[src/rtl/alu_seq_driver.sv]
// Command sequencer for the 16-bit combinational arithmetic unit.
// Runs each command as one pass, or as two carry-chained passes for 2*DATA_W operands.
// The result is returned on a valid/ready response port.
// Optional build macro: ALU_SEQ_ILLEGAL_CHK_EN. When it is defined, selects 4'b1101..4'b1111
// are rejected with rsp_err=1 and never reach the ALU.
`timescale 1ns / 1ps

module alu_seq_driver #(
  parameter int unsigned DATA_W = 16,
  parameter int unsigned SEL_W  = 4
) (
  input  logic                clk,
  input  logic                rst_n,
  input  logic                cmd_valid,
  output logic                cmd_ready,
  input  logic [SEL_W-1:0]    cmd_sel,
  input  logic                cmd_wide,
  input  logic [2*DATA_W-1:0] cmd_a,
  input  logic [2*DATA_W-1:0] cmd_b,
  input  logic                cmd_cin,
  output logic [SEL_W-1:0]    alu_sel,
  output logic [DATA_W-1:0]   alu_a,
  output logic [DATA_W-1:0]   alu_b,
  output logic                alu_cin,
  input  logic [DATA_W-1:0]   alu_out,
  input  logic                alu_cout,
  input  logic                alu_compare,
  output logic                rsp_valid,
  input  logic                rsp_ready,
  output logic [2*DATA_W-1:0] rsp_data,
  output logic                rsp_cout,
  output logic                rsp_compare,
  output logic                rsp_err
);

  typedef enum logic [1:0] {StIdle, StLo, StHi, StResp} state_e;

  state_e                state_q, state_d;
  logic                  wide_q, wide_d;
  logic [DATA_W-1:0]     a_hi_q, a_hi_d;
  logic [DATA_W-1:0]     b_hi_q, b_hi_d;
  logic [SEL_W-1:0]      alu_sel_q, alu_sel_d;
  logic [DATA_W-1:0]     alu_a_q, alu_a_d;
  logic [DATA_W-1:0]     alu_b_q, alu_b_d;
  logic                  alu_cin_q, alu_cin_d;
  logic [2*DATA_W-1:0]   rsp_data_q, rsp_data_d;
  logic                  rsp_cout_q, rsp_cout_d;
  logic                  rsp_compare_q, rsp_compare_d;
  logic                  rsp_err_q, rsp_err_d;
  logic                  sel_illegal;

`ifdef ALU_SEQ_ILLEGAL_CHK_EN
  assign sel_illegal = (cmd_sel == SEL_W'(4'b1101)) || (cmd_sel == SEL_W'(4'b1110)) ||
                       (cmd_sel == SEL_W'(4'b1111));
`else
  assign sel_illegal = 1'b0;
`endif

  // Next-state decode; ALU operand registers are loaded for the state being entered.
  always_comb begin
    state_d       = state_q;
    wide_d        = wide_q;
    a_hi_d        = a_hi_q;
    b_hi_d        = b_hi_q;
    alu_sel_d     = alu_sel_q;
    alu_a_d       = alu_a_q;
    alu_b_d       = alu_b_q;
    alu_cin_d     = alu_cin_q;
    rsp_data_d    = rsp_data_q;
    rsp_cout_d    = rsp_cout_q;
    rsp_compare_d = rsp_compare_q;
    rsp_err_d     = rsp_err_q;
    unique case (state_q)
      StIdle: begin
        alu_sel_d = '0;
        alu_a_d   = '0;
        alu_b_d   = '0;
        alu_cin_d = 1'b0;
        if (cmd_valid) begin
          wide_d        = cmd_wide;
          a_hi_d        = cmd_a[2*DATA_W-1:DATA_W];
          b_hi_d        = cmd_b[2*DATA_W-1:DATA_W];
          rsp_data_d    = '0;
          rsp_cout_d    = 1'b0;
          rsp_compare_d = 1'b0;
          rsp_err_d     = sel_illegal;
          if (sel_illegal) begin
            state_d = StResp;
          end else begin
            state_d   = StLo;
            alu_sel_d = cmd_sel;
            alu_a_d   = cmd_a[DATA_W-1:0];
            alu_b_d   = cmd_b[DATA_W-1:0];
            alu_cin_d = cmd_cin;
          end
        end
      end
      StLo: begin
        rsp_data_d    = {{DATA_W{1'b0}}, alu_out};
        rsp_cout_d    = alu_cout;
        rsp_compare_d = alu_compare;
        if (wide_q) begin
          state_d   = StHi;
          alu_a_d   = a_hi_q;
          alu_b_d   = b_hi_q;
          // The low-pass carry is registered straight into the upper pass carry-in.
          alu_cin_d = alu_cout;
        end else begin
          state_d = StResp;
        end
      end
      StHi: begin
        rsp_data_d    = {alu_out, rsp_data_q[DATA_W-1:0]};
        rsp_cout_d    = alu_cout;
        rsp_compare_d = rsp_compare_q & alu_compare;
        state_d       = StResp;
      end
      StResp: begin
        if (rsp_ready) begin
          state_d   = StIdle;
          alu_sel_d = '0;
          alu_a_d   = '0;
          alu_b_d   = '0;
          alu_cin_d = 1'b0;
        end
      end
      default: state_d = StIdle;
    endcase
  end

  // State and datapath registers with synchronous active-low reset.
  always_ff @(posedge clk) begin
    if (!rst_n) begin
      state_q       <= StIdle;
      wide_q        <= 1'b0;
      a_hi_q        <= '0;
      b_hi_q        <= '0;
      alu_sel_q     <= '0;
      alu_a_q       <= '0;
      alu_b_q       <= '0;
      alu_cin_q     <= 1'b0;
      rsp_data_q    <= '0;
      rsp_cout_q    <= 1'b0;
      rsp_compare_q <= 1'b0;
      rsp_err_q     <= 1'b0;
    end else begin
      state_q       <= state_d;
      wide_q        <= wide_d;
      a_hi_q        <= a_hi_d;
      b_hi_q        <= b_hi_d;
      alu_sel_q     <= alu_sel_d;
      alu_a_q       <= alu_a_d;
      alu_b_q       <= alu_b_d;
      alu_cin_q     <= alu_cin_d;
      rsp_data_q    <= rsp_data_d;
      rsp_cout_q    <= rsp_cout_d;
      rsp_compare_q <= rsp_compare_d;
      rsp_err_q     <= rsp_err_d;
    end
  end

  // cmd_ready is also gated by rst_n so nothing is offered while reset is held.
  assign cmd_ready   = rst_n && (state_q == StIdle);
  assign rsp_valid   = (state_q == StResp);
  assign alu_sel     = alu_sel_q;
  assign alu_a       = alu_a_q;
  assign alu_b       = alu_b_q;
  assign alu_cin     = alu_cin_q;
  assign rsp_data    = rsp_data_q;
  assign rsp_cout    = rsp_cout_q;
  assign rsp_compare = rsp_compare_q;
  assign rsp_err     = rsp_err_q;

endmodule

[config.mk]
export PLATFORM = sky130hd
export DESIGN_NAME = alu_seq_driver
export DESIGN_NICKNAME = d
export VERILOG_FILES = /design/src/rtl/alu_seq_driver.sv
export SDC_FILE = /design/constraint.sdc
export NUM_CORES = 1
export LEC_CHECK = 0
export CORE_MARGIN = 8
export CORE_UTILIZATION = 46
export DETAILED_ROUTE_END_ITERATION = 16
export PLACE_DENSITY = 0.81
export SLEW_MARGIN = 5
export SYNTH_ARGS = -nofsm -noshare
export SYNTH_HDL_FRONTEND = slang
export SYNTH_SLANG_ARGS = --single-unit
[constraint.sdc]
create_clock -name clk -period 2.13 [get_ports clk]
set_input_delay 0.3195 -clock clk [delete_from_list [all_inputs] [get_ports clk]]
set_output_delay 0.3195 -clock clk [all_outputs]
set_load 0.02 [all_outputs]
==> results of run 1 <==
-- critical path, delay by kind of cell, from the launching register on --
kind | cells | cell delay, ns
flops | 1 | 0.37
fa+ha+maj | 1 | 0.26
simple gates | 1 | 0.14
buf+inv | 2 | 0.52
-- logic make-up after synthesis --
| family | share of synthesized area (%) |
|---|---|
| AO/OA/AOI/OAI | 25.9 |
| adder cells (fa/ha/maj) | 2.08 |
| buffers and inverters | 5.57 |
| flip-flops | 44.1 |
| multiplexers | 3.98 |
| other | 0.0780 |
| AND/OR/NAND/NOR | 18.2 |
-- registers in the layout, indices dropped and copies added (netlist names) --
| name | cells |
|---|---|
| a_hi_q | 16 |
| rsp_cout | 1 |
| rsp_data | 32 |
| state_q | 2 |
| alu_b | 16 |
| alu_sel | 4 |
| wide_q | 1 |
| rsp_compare | 1 |
| alu_cin | 1 |
| alu_a | 16 |
| b_hi_q | 16 |
-- through the flow --
| step | instances | setup WS [ns] |
|---|---|---|
| global placement | 805 | 0.223 |
| floorplan | 543 | 0.344 |
| global route | 821 | 0.0865 |
| detailed placement | 805 | 0.139 |
| finish | 821 | 0.156 |
| CTS | 821 | 0.0871 |
-- worst paths after layout --
kind / start / end / slack (ns)
setup reg to reg: state_q[1]$_SDFFE_PN0P_ / alu_a[6]$_SDFFE_PN0P_ / 0.21
hold / removal: rsp_data[1]$_SDFFE_PN0P_ / rsp_data[1]$_SDFFE_PN0P_ / 0.46
setup / recovery: state_q[0]$_SDFFE_PN0P_ / cmd_ready / 0.16
hold reg to reg: rsp_data[1]$_SDFFE_PN0P_ / rsp_data[1]$_SDFFE_PN0P_ / 0.46
-- layout make-up --
| class | count | area [sq um] | area share (%) |
|---|---|---|---|
| repair buffers | 183 | 1820 | 26.9 |
| flip-flops and latches | 106 | 2120 | 31.4 |
| inverters | 2 | 7.51 | 0.111 |
| clock inverters | 5 | 62.6 | 0.926 |
| multi-input cells | 378 | 2430 | 35.9 |
| well taps | 136 | 170 | 2.52 |
| clock buffers | 11 | 151 | 2.24 |
-- routing by layer --
| metal | vias to the layer above | GRT usage (%) |
|---|---|---|
| met2 | 141 | 36.5 |
| met5 | - | 0 |
| met3 | 35 | 3.52 |
| met4 | 0 | 10.6 |
| li1 | 2209 | - |
| met1 | 2122 | 23.3 |
-- Yosys cell counts, types with 2 or more instances --
| master | instances |
|---|---|
| buf_1 | 2 |
| nand3_1 | 5 |
| a32oi_1 | 2 |
| buf_4 | 2 |
| nor2_1 | 2 |
| buf_6 | 4 |
| nand2b_1 | 2 |
| nor2b_1 | 37 |
| a21boi_0 | 55 |
| o21ai_1 | 30 |
| and2_1 | 2 |
| o21ai_0 | 20 |
| buf_2 | 7 |
| clkbuf_1 | 42 |
| nand4b_1 | 16 |
| nand2_1 | 104 |
| ha_1 | 8 |
| a22oi_1 | 32 |
| o311ai_0 | 33 |
| inv_1 | 2 |
| dfxtp_1 | 106 |
| mux2i_1 | 18 |
-- power by group through the flow --
stage	sequential [mW]	clock [mW]	combinational, mW
4_1_cts	2.57	1.33	3.10
3_3_place_gp	2.59	0	3.02
5_1_grt	2.62	1.43	3.34
2_1_floorplan	2.85	0	1.61
6_report	2.57	1.32	3.08
3_5_place_dp	2.61	0	3.09
==> metrics.md, run 1 <==
| Metric | Value |
|---|---|
| Status | completed |
| Crit-path cells | inv_1 -> ha_1 -> and2_1 -> dlygate4sd2_1 |
| Number of global-route vias before repair | ~4,700 |
| GRT Resource Usage Total | 20.6% |
| Vias per cell | 5.49 |
| Highest clock rate | around 0.51 GHz |
| Filler instances | about 830 |
| Synth warnings | 0 |
| DRC Markers | 0 |
| Via count | around 4,500 |
| Final setup violation count | 0 |
| Drt wl/cell | approximately 18 um |
| Synth area leaders | dfxtp_1, a21boi_0, nand2_1 |
| Min Tclk post-route | slightly below 2 ns |
| Post-synth cell types | 34 |
| Worst skew pair latency | approximately 0.37 ns |
| Most common cell after layout, fill and taps aside | clkdlybuf4s50_1 |
| H-tree depth | 3 |
| PortBufs | 164 |
| Design internal power | between 4 and 5 mW |
| Resized cells post-CTS | 2 |
| CTS clk-pin slew, worst paths | about 0.1 ns |
| Hold Buf Count CTS | 0 |
| Yosys reg bits | between 100 and 150 |
| Async SR Flop Fraction | 0% |
| Die width | 118 um |
| Switching share of power | 38.8% |
| Root Driver | clkbuf_8 |
| Max rail drop VDD | ~0.54 mV |
| Logic pwr share | about 44% |
| Critical path arrival | about 1.7 ns |
| Core Box Area | slightly above 10,000 sq um |
| Synth area leader | dfxtp_1 |
| CTS Buf Count | 9 |
| Post-CTS Setup Bufs | 0 |
| Final Cycle Share | 92.7% |
| Starting DRT DRC Count | between 300 and 400 |
| CTS tree | done |
| Prevailing post-synth register cell | dfxtp_1 |
| Share of cells above drive strength 1 | approximately 6.6% |
| Synth-to-Final Area Change | 40.6% |
| Pin count of the biggest net entering global routing | 109 |
| Final hold violations | 0 |
| Aggregate global routing overflow | 0 |
| Met1 WL | between 5000 and 6000 um |
| DP HPWL | between 10,000 and 15,000 um |
| Critical path class | reg -> out |
| Power Density | slightly above 1000 nW/um^2 |
| Mean Syn Cell Area | around 9 sq um |
| Metal2 WL | between 7000 and 8000 um |
| Post-synth EDFFs | 0 |
| Cells after synthesis | between 500 and 600 |
| Clk sink count | roughly 110 |
| Critical-path top delay cell | dfxtp_2 |
| Final WL | between 10,000 and 15,000 um |
| Leading cell types in the layout, fill and taps excluded | clkdlybuf4s50_1, nand2_1, dfxtp_1 |
| Post-Syn Area | ~4800 sq um |
| Clock Tree Buf Depth | 2 |
| Worst Hold Depth | 2 |
| Row count | 37 |
| Unrepaired setup endpoints after global routing | false |
| Uppermost layer routed | met4 |
| Final Max Slew Viols | 0 |
| Setup Total Neg Slack | 0 ns |
| Synth top area share | 44.1% |
| Total die area | 14,000 sq um |
| Sw power | roughly 2.7 mW |
| WHS | 0.465 ns |
| Chip height | about 120 um |
| Ant diodes | 0 |
| Worst Path Required | around 1.8 ns |
| CP Max Fanout | 6 |
| Pleak | ~2.4 nW |
| Routability cong. | around 0.76 |
| Final Util | between 60% and 70% |
| Path depth of the worst reg2reg path | 5 |
| Max Cap Viol | 0 |
| HP Class | reg -> reg |
| Sequential Power Share | about 37% |
| Sequential-to-total area share from yosys stat | between 40 and 50% |
| Initial antenna violation count | 0 |
| Syn nets | 643 |
| Crit path largest cell delay | 0.37 ns |
| I/O pin cnt | ~170 |
| Initial Util | a little under half |
| Clock share of power | between 10% and 20% |
| First-pass GRT wire length | ~24,000 um |
| Met3 wire length | 612 um |
| Worst Skew | around 0.014 ns |
| Detail Route Antenna Nets | 0 |
| Type of origin of the critical path | flip-flop |
| Detailed Routing Iterations Pass 1 | 4 |
| DP Area | around 6500 sq um |
| Layout net count | just under 800 |
| Critical Path Sink Type | output port |
| Overall Power | between 6 and 7 mW |
| Fin area | between 6000 and 7000 sq um |
(Power assumes the default switching activity.)
==> run 2: changes to the inputs <==
--- a/config.mk
+++ b/config.mk
@@ -7,6 +7,7 @@
 export LEC_CHECK = 0
 export CORE_MARGIN = 8
 export CORE_UTILIZATION = 46
+export CTS_BUF_LIST = sky130_fd_sc_hd__clkbuf_8 sky130_fd_sc_hd__clkbuf_16
 export DETAILED_ROUTE_END_ITERATION = 16
 export PLACE_DENSITY = 0.81
 export SLEW_MARGIN = 5
==> results of run 2 <==
The final DEF is identical to that of run 1; final timing and power are the same.
==> run 3: changes to the inputs <==
--- a/config.mk
+++ b/config.mk
@@ -9,6 +9,7 @@
 export CORE_UTILIZATION = 46
 export CTS_BUF_LIST = sky130_fd_sc_hd__clkbuf_8 sky130_fd_sc_hd__clkbuf_16
 export DETAILED_ROUTE_END_ITERATION = 16
+export GPL_ROUTABILITY_DRIVEN = 0
 export PLACE_DENSITY = 0.81
 export SLEW_MARGIN = 5
 export SYNTH_ARGS = -nofsm -noshare
==> results of run 3 <==
The final DEF is identical to that of run 1; final timing and power are the same.
